[src/rtl/fetch_stage.sv]
// fetch_stage
//   Instruction-fetch stage upstream of PC_control. It owns the PC, issues requests to
//   instruction memory (zero or more wait states) and registers the fetched instruction
//   with PC+2 into the IF/ID latch. It loads branch targets on redirect, holds on hazard
//   stalls through a one-entry skid buffer, and freezes after fetching HLT.
//
// Ports
//   clk, rst_n       clock (rising edge), asynchronous active-low reset
//   imem_req/addr    fetch request and address; held stable until imem_valid
//   imem_data/valid  returned instruction and its one-cycle strobe
//   stall            hold PC and IF/ID
//   redirect/_pc     branch taken: load redirect_pc and flush IF/ID
//   if_id_instr      IF/ID instruction
//   if_id_pc_plus2   IF/ID PC+2
//   if_id_valid      IF/ID holds a live instruction
//   halted           HLT fetched, fetching stopped
//   dbg_state        current FSM state (FETCH=0, DRAIN=1, HOLD=2, HALTED=3)
//
// Handshake: a request is outstanding whenever imem_req=1. The address stays constant
// until a cycle with imem_valid=1, which completes it. The response may arrive in the
// same cycle that the request is first raised.
module fetch_stage #(
  parameter int                ADDR_W   = 16,
  parameter int                INSTR_W  = 16,
  parameter logic [ADDR_W-1:0] RESET_PC = '0,
  parameter logic [3:0]        HALT_OP  = 4'hF
) (
  input  logic               clk,
  input  logic               rst_n,
  output logic               imem_req,
  output logic [ADDR_W-1:0]  imem_addr,
  input  logic [INSTR_W-1:0] imem_data,
  input  logic               imem_valid,
  input  logic               stall,
  input  logic               redirect,
  input  logic [ADDR_W-1:0]  redirect_pc,
  output logic [INSTR_W-1:0] if_id_instr,
  output logic [ADDR_W-1:0]  if_id_pc_plus2,
  output logic               if_id_valid,
  output logic               halted,
  output logic [1:0]         dbg_state
);

  typedef enum logic [1:0] {
    FETCH  = 2'd0,
    DRAIN  = 2'd1,
    HOLD   = 2'd2,
    HALTED = 2'd3
  } state_t;

  state_t             state, state_n;
  logic [ADDR_W-1:0]  pc, pc_n;
  logic [ADDR_W-1:0]  req_addr, req_addr_n;
  logic [INSTR_W-1:0] skid, skid_n;
  logic [INSTR_W-1:0] instr_n;
  logic [ADDR_W-1:0]  pcp2_n;
  logic               valid_n, halted_n;

  logic [ADDR_W-1:0]  pc_plus2;
  logic               take;
  logic [INSTR_W-1:0] take_data;

  assign pc_plus2 = pc + ADDR_W'(2);

  // Request is up in FETCH and DRAIN; reset forces it low even though state is FETCH.
  assign imem_req  = rst_n && ((state == FETCH) || (state == DRAIN));
  assign imem_addr = (state == DRAIN) ? req_addr : pc;
  assign dbg_state = state;

  // An instruction enters IF/ID either straight from memory (FETCH) or from the skid
  // buffer once the stall releases (HOLD).
  always_comb begin
    take      = 1'b0;
    take_data = imem_data;
    if (!redirect && !stall) begin
      if (state == FETCH && imem_valid) begin
        take = 1'b1;
      end else if (state == HOLD) begin
        take      = 1'b1;
        take_data = skid;
      end
    end
  end

  always_comb begin
    state_n    = state;
    pc_n       = pc;
    req_addr_n = req_addr;
    skid_n     = skid;
    instr_n    = if_id_instr;
    pcp2_n     = if_id_pc_plus2;
    valid_n    = if_id_valid;
    halted_n   = halted;

    if (redirect) begin
      pc_n     = redirect_pc;
      instr_n  = '0;
      valid_n  = 1'b0;
      skid_n   = '0;
      halted_n = 1'b0;
      // The old request must be seen through before a new address can be presented.
      if ((state == FETCH || state == DRAIN) && !imem_valid) begin
        state_n = DRAIN;
        if (state == FETCH) req_addr_n = pc;
      end else begin
        state_n = FETCH;
      end
    end else if (take) begin
      instr_n = take_data;
      pcp2_n  = pc_plus2;
      valid_n = 1'b1;
      if (take_data[INSTR_W-1 -: 4] == HALT_OP) begin
        state_n  = HALTED;
        halted_n = 1'b1;
      end else begin
        pc_n    = pc_plus2;
        state_n = FETCH;
      end
    end else begin
      case (state)
        FETCH: begin
          if (imem_valid && stall) begin
            skid_n  = imem_data;
            state_n = HOLD;
          end
        end
        DRAIN: begin
          if (imem_valid) state_n = FETCH;  // stale response dropped
        end
        default: begin
          // HOLD under stall and HALTED keep everything.
        end
      endcase
    end
  end

  always_ff @(posedge clk or negedge rst_n) begin
    if (!rst_n) begin
      state          <= FETCH;
      pc             <= RESET_PC;
      req_addr       <= RESET_PC;
      skid           <= '0;
      if_id_instr    <= '0;
      if_id_pc_plus2 <= '0;
      if_id_valid    <= 1'b0;
      halted         <= 1'b0;
    end else begin
      state          <= state_n;
      pc             <= pc_n;
      req_addr       <= req_addr_n;
      skid           <= skid_n;
      if_id_instr    <= instr_n;
      if_id_pc_plus2 <= pcp2_n;
      if_id_valid    <= valid_n;
      halted         <= halted_n;
    end
  end

endmodule

[config.mk]
export PLATFORM = sky130hd
export DESIGN_NAME = fetch_stage
export DESIGN_NICKNAME = d
export VERILOG_FILES = /design/src/rtl/fetch_stage.sv
export SDC_FILE = /design/constraint.sdc
export NUM_CORES = 1
export LEC_CHECK = 0
export BUFFER_PORTS_ARGS = -buffer_cell sky130_fd_sc_hd__buf_4
export CAP_MARGIN = 20
export CORE_MARGIN = 2
export CORE_UTILIZATION = 40
export CTS_CLUSTER_DIAMETER = 120
export DETAILED_ROUTE_END_ITERATION = 16
export MAX_ROUTING_LAYER = met4
export PLACE_DENSITY_LB_ADDON = 0.1
export SLEW_MARGIN = 20
export SYNTH_ARGS = -nofsm -noshare
export SYNTH_HDL_FRONTEND = slang
export SYNTH_SLANG_ARGS = --single-unit
[constraint.sdc]
create_clock -name clk -period 2.2 [get_ports clk]
set_input_delay 0.22 -clock clk [delete_from_list [all_inputs] [get_ports clk]]
set_output_delay 0.22 -clock clk [all_outputs]
set_load 0.02 [all_outputs]
==> results.py <==
metrics = {
    "sta": {
        "setup_violations": 0,
        "clock_skew_ns": 0.0126,
        "relSlewSlack_pct": 66.7,
        "final_max_slew_viol_count": 0,
        "hold_viol": 0,
        "post-route-min-period_ns": 2.11,
        "fin_ws_ns": 0.0924,
        "rsz0062_at_grt": "false",
        "tightest_slew_ns": 0.495,
        "post-route-period-util_pct": 95.8,
        "final.setup.tns_ns": 0,
        "fmax_mhz": 474,
        "hold_slack_ns": 0.0847,
    },
    "synth": {
        "ys_ff_latch": 84,
        "yosysSeqAreaShare_pct": 50.4,
        "synth_area_leaders": "dfrtp_1, mux2_2, nand2_1",
        "synth_edf_count": 0,
        "synth.top_cell.area_share_pct": 50.4,
        "synth_top_cell_by_area": "dfrtp_1",
        "synth-async-reset-ratio_pct": 100,
        "synth_warnings": 0,
        "ys_dominant_reg_cell": "dfrtp_1",
        "synth_area_um2": 4170,
        "yosysMostFrequentCell": "dfrtp_1",
        "syn_nets": 447,
        "synthCells": 409,
        "yosys.cell_types.count": 45,
        "ys_top_cells_by_count": "dfrtp_1, nand2_1, o21ai_0",
        "syn_avg_cell_area_um2": 10.2,
    },
    "cells_and_area": {
        "final_layout_size_suffix_gt1_share_pct": 32.9,
        "fin_nets": 537,
        "fillers": 953,
        "antenna_cells": 0,
        "area_delta_synth_final_pct": 26.1,
    },
    "pwr": {
        "p_clk_share_pct": 24.1,
        "internal_power_uw": 3010,
        "leakage_uw": 0.00229,
        "p_comb_share_pct": 30.9,
        "p_per_area_nw_per_um2": 867,
        "switchingPower_uw": 1550,
        "p_sw_share_pct": 33.9,
        "vdd_drop_max_mv": 0.313,
        "seq_power_share_pct": 45.0,
        "finalPower_uw": 4560,
    },
    "detailed_routing": {
        "top_layer": "met4",
        "wl_met3_um": 612,
        "wl_met2_um": 4870,
        "wl_per_cell_um": 16.3,
        "routed_via_density": 5.25,
        "drtAntennaViolNets": 0,
        "wl_met1_um": 4790,
        "drt-initial-drc-count": 140,
        "wl_um": 10400,
        "dr.pass1.iters": 6,
        "vias": 3360,
        "drc": 0,
    },
    "global_route": {
        "overflow": 0,
        "grt_max_degree": 85,
        "grt_pass1_wl_um": 17300,
        "grt_usage_pct": 19.8,
        "antenna_found_initial": 0,
        "grt_pass1_vias": 3320,
    },
    "critical_path": {
        "cp.required_ns": 1.98,
        "worstPathArrival_ns": 1.89,
        "end_kind": "primary output",
        "crit_path_max_fanout": 7,
        "critPathKind": "reg -> out",
        "worstSetupStartpointType": "flop",
    },
    "clock_tree": {
        "root_buffer": "clkbuf_8",
        "numCtsBuffers": 9,
        "clk_latency_ns": 0.36,
        "h-tree-depth": 3,
        "clockBufferDepth": 2,
        "cts_tree": "done",
        "cts_num_sinks": 84,
        "clk_pin_slew_ns": 0.09,
    },
    "placement": {
        "pre_cts_ws_ns": 0.212,
        "io_buffer_count": 89,
        "place.gp.congestion": 0.857,
        "dp_hpwl_um": 7010,
    },
    "floorplanning": {
        "fp.dieW_um": 106,
        "row_count": 37,
        "core_um2": 10200,
        "ios": 90,
        "start_util_pct": 40.8,
        "dieArea_um2": 11300,
        "dieHeight_um": 106,
    },
    "job": {
        "drv_cap": 0,
    },
    "hold_path": {
        "min_path_type": "in -> reg",
    },
    "status": {
        "status": "complete, no violations",
    },
}
[placed cells by master, fill, tap and decap left out, drive strengths merged, types with 6 or more instances in the layout]
master | synthesis | layout
a211oi | 18 | 18
a311oi | 10 | 10
buf | 16 | 110
clkbuf | 16 | 12
dfrtp | 84 | 84
inv | 8 | 8
mux2 | 28 | 28
mux2i | 17 | 17
nand2 | 62 | 62
nand2b | 9 | 9
nand3 | 6 | 6
nand4 | 9 | 9
nor2 | 29 | 29
nor4 | 7 | 7
o21ai | 39 | 39
xnor2 | 11 | 11
[routing by layer]
metal  track usage [%]  up-vias
met4              6.20        0
met1              27.7     1587
met2              29.7      116
met3              3.13       15
li1                  -     1642
met5                 -        -
[critical path, cell delays in order, from the launching register on]
cell     delay, ns
dfrtp_1       0.43
buf_4         0.19
nor2b_2       0.20
buf_4         0.21
mux2_2        0.34
buf_4         0.16
[state kept, by name, indices dropped and copies added, names as in the netlist]
name and count:
if_id_pc_plus2 16, if_id_valid 1, if_id_instr 16, halted 1
req_addr 16, dbg_state 2, skid 16, pc 16
[power groups by stage]
stage | Combinational, uW | Clock (uW) | Sequential [uW]
finish | 1410 | 1100 | 2050
global route | 1540 | 1200 | 2100
CTS | 1410 | 1130 | 2060
detailed placement | 1410 | 0 | 2090
global placement | 1390 | 0 | 2070
floorplan | 698 | 0 | 2180
[worst paths after layout]
check                                               start                             end  slack, ns  cells after the start
setup / recovery                 dbg_state[1]$_DFFE_PN0P_                   imem_addr[15]       0.09                      5
hold / removal                             redirect_pc[0]               pc[0]$_DFFE_PN0P_       0.08                      2
setup reg to reg                 dbg_state[0]$_DFFE_PN0P_              pc[10]$_DFFE_PN0P_       0.25                      4
hold reg to reg            if_id_pc_plus2[10]$_DFFE_PN0P_  if_id_pc_plus2[10]$_DFFE_PN0P_       0.48                      2
max in group asynchronous                           rst_n            skid[13]$_DFFE_PN0P_       1.37                      3
min in group asynchronous                           rst_n         req_addr[0]$_DFFE_PN0P_       0.44                      3
[cell type report]
cell class / count / area, um^2 / share of cell area (%)
clock buffers: 12 / 165 / 3.14
flip-flops and latches: 84 / 2100 / 40.0
clock inverters: 4 / 32.5 / 0.619
well taps: 136 / 170 / 3.24
multi-input cells: 284 / 1900 / 36.2
inverters: 9 / 33.8 / 0.642
repair buffers: 111 / 852 / 16.2
[repair_timing]
| item | 4_1_cts | 5_1_grt |
|---|---|---|
| hold buffers | 1 | 0 |
| endpoints found under the hold margin | 84 | 0 |
| setup endpoints to repair | 1 | 8 |
| resized for setup | 1 | 4 |
| cloned | 0 | 1 |
| buffers inserted | 0 | 1 |
[logic make-up (layout without fill, tap and decap cells)]
kind of cell	count (synthesis)	count (layout)	share of synthesized area (%)
and+or+nand+nor	142	142	16.4
AOI/OAI and AO/OA	84	84	13.7
buffers and inverters	41	136	4.71
muxes	45	45	12.0
adders and majority gates	1	1	0.300
xor gates and xnor gates	12	12	2.52
DFF	84	84	50.4
[through the flow]
stage | area (um^2) | utilization (%) | cells
floorplan | 4170 | - | 409
CTS | 5240 | 51.2 | 638
global placement | 5030 | 49.2 | 621
global route | 5260 | 51.4 | 640
finish | 5260 | 51.4 | 640
detailed placement | 5030 | 49.2 | 621
Power figures use the tool's default switching activity.
